**src/rtl/game_pkg.sv**
```systemverilog
// rtl/game_pkg.sv - shared encodings and widths for the snake game flow controller
package game_pkg;

  localparam int LEVEL_W  = 4;
  localparam int PERIOD_W = 25;

  localparam logic [1:0] ST_IDLE  = 2'd0;
  localparam logic [1:0] ST_RUN   = 2'd1;
  localparam logic [1:0] ST_PAUSE = 2'd2;
  localparam logic [1:0] ST_OVER  = 2'd3;

endpackage

```
**src/rtl/move_tick_gen.sv**
```systemverilog
// rtl/move_tick_gen.sv - programmable-period counter producing the snake move tick
// Ports:
//   sys_clk  clock
//   clear    synchronous clear of counter and tick (reset or return to IDLE)
//   enable   count only while the game is running
//   period   terminal count; one tick every period+1 enabled clocks
//   tick     registered one-cycle pulse
import game_pkg::*;

module move_tick_gen (
  input  logic                sys_clk,
  input  logic                clear,
  input  logic                enable,
  input  logic [PERIOD_W-1:0] period,
  output logic                tick
);

  logic [PERIOD_W-1:0] count;

  always_ff @(posedge sys_clk) begin
    if (clear) begin
      count <= '0;
      tick  <= 1'b0;
    end else if (enable) begin
      // >= rather than == so a level-up that shrinks period below the
      // current count wraps on the next comparison instead of running away.
      if (count >= period) begin
        count <= '0;
        tick  <= 1'b1;
      end else begin
        count <= count + 1'b1;
        tick  <= 1'b0;
      end
    end else begin
      tick <= 1'b0;
    end
  end

endmodule

```
**src/rtl/game_flow_ctrl.sv**
```systemverilog
// rtl/game_flow_ctrl.sv - snake game sequencer: IDLE/RUN/PAUSE/OVER, timer control, level and move tick
// Optional feature macro: AUTO_TIMEOUT_EN (game ends when time_s reaches TIME_LIMIT in RUN)
// Ports:
//   sys_clk      50 MHz clock
//   sys_rst      synchronous active-high reset
//   key_start    start/pause toggle pulse
//   key_restart  return-to-IDLE pulse
//   collision    collision pulse from snake logic
//   time_s       elapsed seconds from game timer
//   timer_start  game timer run enable
//   timer_clear  one-cycle game timer clear
//   game_state   0=IDLE 1=RUN 2=PAUSE 3=OVER
//   level        current speed level
//   move_tick    one-cycle snake advance pulse
import game_pkg::*;

module game_flow_ctrl #(
  parameter logic [PERIOD_W-1:0] MOVE_BASE  = 25'd12_499_999,
  parameter logic [PERIOD_W-1:0] MOVE_STEP  = 25'd1_000_000,
  parameter logic [15:0]         LEVEL_SECS = 16'd10,
  parameter logic [LEVEL_W-1:0]  MAX_LEVEL  = 4'd8,
  parameter logic [15:0]         TIME_LIMIT = 16'd300
) (
  input  logic               sys_clk,
  input  logic               sys_rst,
  input  logic               key_start,
  input  logic               key_restart,
  input  logic               collision,
  input  logic [15:0]        time_s,
  output logic               timer_start,
  output logic               timer_clear,
  output logic [1:0]         game_state,
  output logic [LEVEL_W-1:0] level,
  output logic               move_tick
);

  logic [1:0]          next_state;
  logic [15:0]         next_level_at;
  logic                rst_seen;
  logic                timeout;
  logic                idle_entry;
  logic                run_hold;
  logic                level_up;
  logic [PERIOD_W-1:0] period;

`ifdef AUTO_TIMEOUT_EN
  assign timeout = (game_state == ST_RUN) && (time_s >= TIME_LIMIT);
`else
  logic unused_time_limit;
  assign unused_time_limit = ^TIME_LIMIT;
  assign timeout = 1'b0;
`endif

  // State register
  always_ff @(posedge sys_clk) begin
    if (sys_rst) game_state <= ST_IDLE;
    else         game_state <= next_state;
  end

  // Next-state logic; restart beats end-of-game beats start/pause
  always_comb begin
    next_state = game_state;
    case (game_state)
      ST_IDLE:  if (!key_restart && key_start) next_state = ST_RUN;
      ST_RUN: begin
        if (key_restart)              next_state = ST_IDLE;
        else if (collision || timeout) next_state = ST_OVER;
        else if (key_start)           next_state = ST_PAUSE;
      end
      ST_PAUSE: begin
        if (key_restart)    next_state = ST_IDLE;
        else if (key_start) next_state = ST_RUN;
      end
      default:  if (key_restart) next_state = ST_IDLE;
    endcase
  end

  // Output decode
  always_comb begin
    idle_entry = (game_state != ST_IDLE) && (next_state == ST_IDLE);
    // Counting only when staying in RUN keeps the exit edge tick-free.
    run_hold   = (game_state == ST_RUN) && (next_state == ST_RUN);
    level_up   = (game_state == ST_RUN) && (time_s == next_level_at) &&
                 (level < MAX_LEVEL);
    period     = MOVE_BASE - PERIOD_W'(level) * MOVE_STEP;
  end

  // Registered outputs and level bookkeeping
  always_ff @(posedge sys_clk) begin
    if (sys_rst) begin
      level         <= '0;
      next_level_at <= LEVEL_SECS;
      timer_start   <= 1'b0;
      timer_clear   <= 1'b0;
      rst_seen      <= 1'b1;
    end else begin
      rst_seen    <= 1'b0;
      // First cycle out of reset also clears the timer.
      timer_clear <= rst_seen | idle_entry;
      timer_start <= (next_state == ST_RUN);
      if (idle_entry) begin
        level         <= '0;
        next_level_at <= LEVEL_SECS;
      end else if (level_up) begin
        level         <= level + 1'b1;
        next_level_at <= next_level_at + LEVEL_SECS;
      end
    end
  end

  move_tick_gen u_move_tick_gen (
    .sys_clk (sys_clk),
    .clear   (sys_rst | idle_entry),
    .enable  (run_hold),
    .period  (period),
    .tick    (move_tick)
  );

endmodule

```
**config.mk**
```make
export PLATFORM = sky130hd
export DESIGN_NAME = game_flow_ctrl
export DESIGN_NICKNAME = d
export VERILOG_FILES = /design/src/rtl/game_pkg.sv /design/src/rtl/move_tick_gen.sv /design/src/rtl/game_flow_ctrl.sv
export SDC_FILE = /design/constraint.sdc
export NUM_CORES = 1
export LEC_CHECK = 0
export BUFFER_PORTS_ARGS = -buffer_cell sky130_fd_sc_hd__buf_2
export CORE_MARGIN = 2
export CORE_UTILIZATION = 55
export CTS_CLUSTER_SIZE = 25
export DETAILED_ROUTE_END_ITERATION = 10
export PLACE_DENSITY = 0.77
export SLEW_MARGIN = 0
export SYNTH_ARGS = -nofsm -noshare
export SYNTH_HDL_FRONTEND = slang
export SYNTH_SLANG_ARGS = --single-unit
export TNS_END_PERCENT = 30
```
**constraint.sdc**
```tcl
create_clock -name sys_clk -period 4.2 [get_ports sys_clk]
set_input_delay 0.42 -clock sys_clk [delete_from_list [all_inputs] [get_ports sys_clk]]
set_output_delay 0.42 -clock sys_clk [all_outputs]
set_load 0.01 [all_outputs]
```
==> out/qor.txt <==
Status -> finished, violations left
Violated checks -> negative setup slack
CP required -> 4.43 ns
Setup WS post-layout -> -0.0163 ns
Share of layout cells above drive strength 1 -> 0.220
Largest net degree at the start of global routing -> 24
Worst Hold Class -> in -> reg
Register area share after synthesis -> 0.263
Clock root cell -> clkbuf_8
Multi-input gate area -> 2930 µm²
Vias in the first global route -> 3,220
Area of all sequential standard cells -> 1010 µm²
CP Capture Type -> register
Setup Slack @ Placement -> -0.168 ns
EDFF count, synth -> 0
All-Layer GR Usage -> 0.233
Clock Sinks -> 50
Setup slack, reg-to-reg -> -0.02 ns
Filler Cell Count -> 532
WP buf/inv -> 2
H-tree depth -> 2
Critical R2R Launch -> level[2]
Hold path depth -> 1
GPL Wtd Cong -> 0.813
Wire length per cell -> 16.3 µm
Die Wd -> 87.2 µm
CTS tree -> built
Core Box Area -> 6760 µm²
First-pass GRT wire length -> 14,500 µm
Setup violations, final -> 12
Worst Path Max Fanout -> 11
LEAKAGE -> 1.91 nW
Cell row count -> 30
Die height -> 87.2 µm
Netlist cell types -> 56
Predominant post-synthesis flop cell -> dfxtp_1
Fin crit share -> 1.00
Initial antenna violation count -> 0
CP Depth -> 16
#FFs+latches synth -> 50
# hold bufs at CTS -> 0
Worst EP arrival -> 4.44 ns
Worst setup SP type -> register
# DRC -> 0
Synthesized net count -> 504
Vias per cell -> 6.21
Starting Density -> 0.563
CTS clock-pin slew for the worst setup and hold paths -> 0.10 ns
Worst hold endpoint -> rst_seen
Worst flop-to-flop path endpoint -> u_move_tick_gen.count[7]
ANT nets after route -> 0
Worst r2r path cells -> 16
HP Start -> sys_rst
CP cell instances -> fa_2 -> fa_1 -> ha_4 -> o21a_1 -> buf_6 -> a21o_1 -> a211oi_2 -> o31ai_1 -> xnor2_1 -> ha_1 -> nand4_1 -> nor3_2 -> a31oi_2 -> a31oi_4 -> clkbuf_16 -> nor3_1
GR Overflow Total -> 0
Slew Viols, Final -> 0
Routed wire length -> 9170 µm
Port Buf Inserts -> 29
DP Wirelength -> 6490 µm
Syn Std Cell Area -> 3810 µm²
Tmin final -> 4.22 ns
Starting DRT DRC Count -> 184
Die footprint -> 7600 µm²
CP Class -> reg -> reg
Clk Latency, worst-skew pair -> 0.31 ns
I/O pin count -> 30
RSZ-0062 raised after global routing -> yes
Final hold slack -> 0.254 ns
Max Clock Freq -> 237 MHz
Slew HR -> 0.444
Routed vias -> 3,490
Worst stage delay on the critical path -> 0.59 ns
Yosys Warn Count -> 0
Avg Cell Area, Syn -> 8.73 µm²
Max-cap violations -> 0
Layout net count -> 549
Bufs on Longest Clock Path -> 2
VDD IR-drop max -> 161 µV
Worst Tran Pin Value -> 0.834 ns
Power Dens Cells -> 195 nW/µm²
TritonRoute pass-1 iters -> 5
Ys async rst share -> 0
Final Hold Fails -> 0
Synth Instances -> 436
CTS buffer count -> 5
Worst Skew -> 0.0144 ns
Area delta synth->final -> 20.3%
Family with the most delay on the worst path -> adder cells
CP max-delay cell -> fa_1
Diodes inserted -> 0
-- cell families (layout without fill, tap and decap cells) --
group	after synthesis	after routing	synth area share
AOI/OAI and AO/OA	89	89	0.153
xor gates and xnor gates	52	52	0.120
adders and majority gates	47	47	0.164
buffers and inverters	26	72	0.0289
DFF	50	50	0.263
muxes	5	5	0.0138
and+or+nand+nor	167	167	0.257
-- routing by layer --
| metal | global-route usage | vias up | wire length [µm] |
|---|---|---|---|
| met5 | 0 | - | 0 |
| met4 | 0.0559 | 0 | 142 |
| met3 | 0.0360 | 15 | 350 |
| met2 | 0.399 | 77 | 4550 |
| met1 | 0.307 | 1679 | 4130 |
| li1 | - | 1719 | - |
-- where the power goes --
part | switching [mW] | internal, mW | leakage [nW]
logic | 0.0314 | 0.0241 | 1.45
registers | 0.00146 | 0.475 | 0.406
clock network | 0.179 | 0.182 | 0.0563
-- layout make-up --
type	count	area share
multi-input combinational	360	0.640
sequential	50	0.221
timing repair buffer	52	0.0823
tap	80	0.0219
clock buffer	5	0.0150
clock inverter	3	0.0107
inverter	12	0.00984
-- Yosys cell counts, types with 2 or more instances --
| master | instances | area (µm²) |
|---|---|---|
| dfxtp_1 | 50 | 1000 |
| ha_1 | 42 | 526 |
| xor2_1 | 38 | 333 |
| nor3_1 | 28 | 140 |
| a21oi_1 | 25 | 125 |
| nand2_1 | 24 | 90.1 |
| nor2_1 | 21 | 78.8 |
| nand4_1 | 17 | 106 |
| o21ai_0 | 16 | 80.1 |
| xnor2_1 | 14 | 123 |
| inv_1 | 12 | 45.0 |
| nand3_1 | 12 | 60.1 |
| o31ai_1 | 10 | 75.1 |
| and3_1 | 9 | 56.3 |
| clkbuf_1 | 9 | 33.8 |
| nand2b_1 | 8 | 50.1 |
| or4_1 | 8 | 60.1 |
| a31oi_1 | 7 | 43.8 |
| a211oi_1 | 6 | 45.0 |
| and4_1 | 6 | 52.6 |
| nor2b_1 | 6 | 37.5 |
| nor4_1 | 6 | 37.5 |
| fa_1 | 5 | 100 |
| and2_1 | 4 | 25.0 |
| buf_2 | 4 | 20.0 |
| a21o_1 | 3 | 22.5 |
| a41o_1 | 3 | 30.0 |
| mux2i_1 | 3 | 30.0 |
| o21bai_1 | 3 | 22.5 |
| or3_1 | 3 | 18.8 |
| a211o_1 | 2 | 17.5 |
| a21boi_0 | 2 | 15.0 |
| a32o_1 | 2 | 20.0 |
| mux2_2 | 2 | 22.5 |
| nor3b_1 | 2 | 15.0 |
| nor4_2 | 2 | 25.0 |
| o21a_1 | 2 | 15.0 |
| or4b_1 | 2 | 20.0 |
-- layout by cell type (no fill, tap or decap), drive strengths merged, types with 3 or more instances in the layout --
master	count
a21oi	25
nand3	13
ha	42
or3	3
mux2i	3
nor2b	6
nand2	24
o31ai	10
nand4	18
xnor2	14
o21bai	3
nor4	9
a211oi	7
inv	13
o21ai	16
a41o	3
buf	50
fa	5
and3	9
nor2	21
nor3	28
or4	8
a31oi	7
clkbuf	7
dfxtp	50
and4	6
nand2b	8
a21o	3
xor2	38
and2	4
-- flip-flops by register name (all words and copies together) (netlist names) --
name,cells
u_move_tick_gen.count,25
timer_clear,1
u_move_tick_gen.tick,1
next_level_at,15
rst_seen,1
game_state,2
level,4
timer_start,1
-- how the worst max path moves through the flow --
stage          slack (ns)      from                   endpoint
3_5_place_dp        -0.17  level[1]   u_move_tick_gen.count[4]
5_1_grt             -0.18  level[2]   u_move_tick_gen.count[7]
3_3_place_gp        0.001  level[1]   u_move_tick_gen.count[2]
2_1_floorplan       0.007  level[1]  u_move_tick_gen.count[20]
6_report            -0.02  level[2]   u_move_tick_gen.count[7]
4_1_cts             -0.04  level[1]   u_move_tick_gen.count[4]
-- per-stage QoR --
step	instance area, µm²	util	TNS, ns	std cells	power (mW)
finish	4580	0.678	-0.0514	562	0.893
global route	4580	0.678	-3.29	562	0.915
CTS	4280	0.634	-0.339	556	0.884
detailed placement	4140	0.613	-1.93	548	0.532
global placement	4140	0.613	0	548	0.531
floorplan	3820	-	0	436	0.511
-- what timing repair did --
action | in CTS | in global routing
cloned | 0 | 2
resized for setup | 6 | 42
pin swaps | 2 | 23
buffers inserted | 0 | 4
endpoints found under the setup margin | 23 | 26
Power figures use the tool's default switching activity.
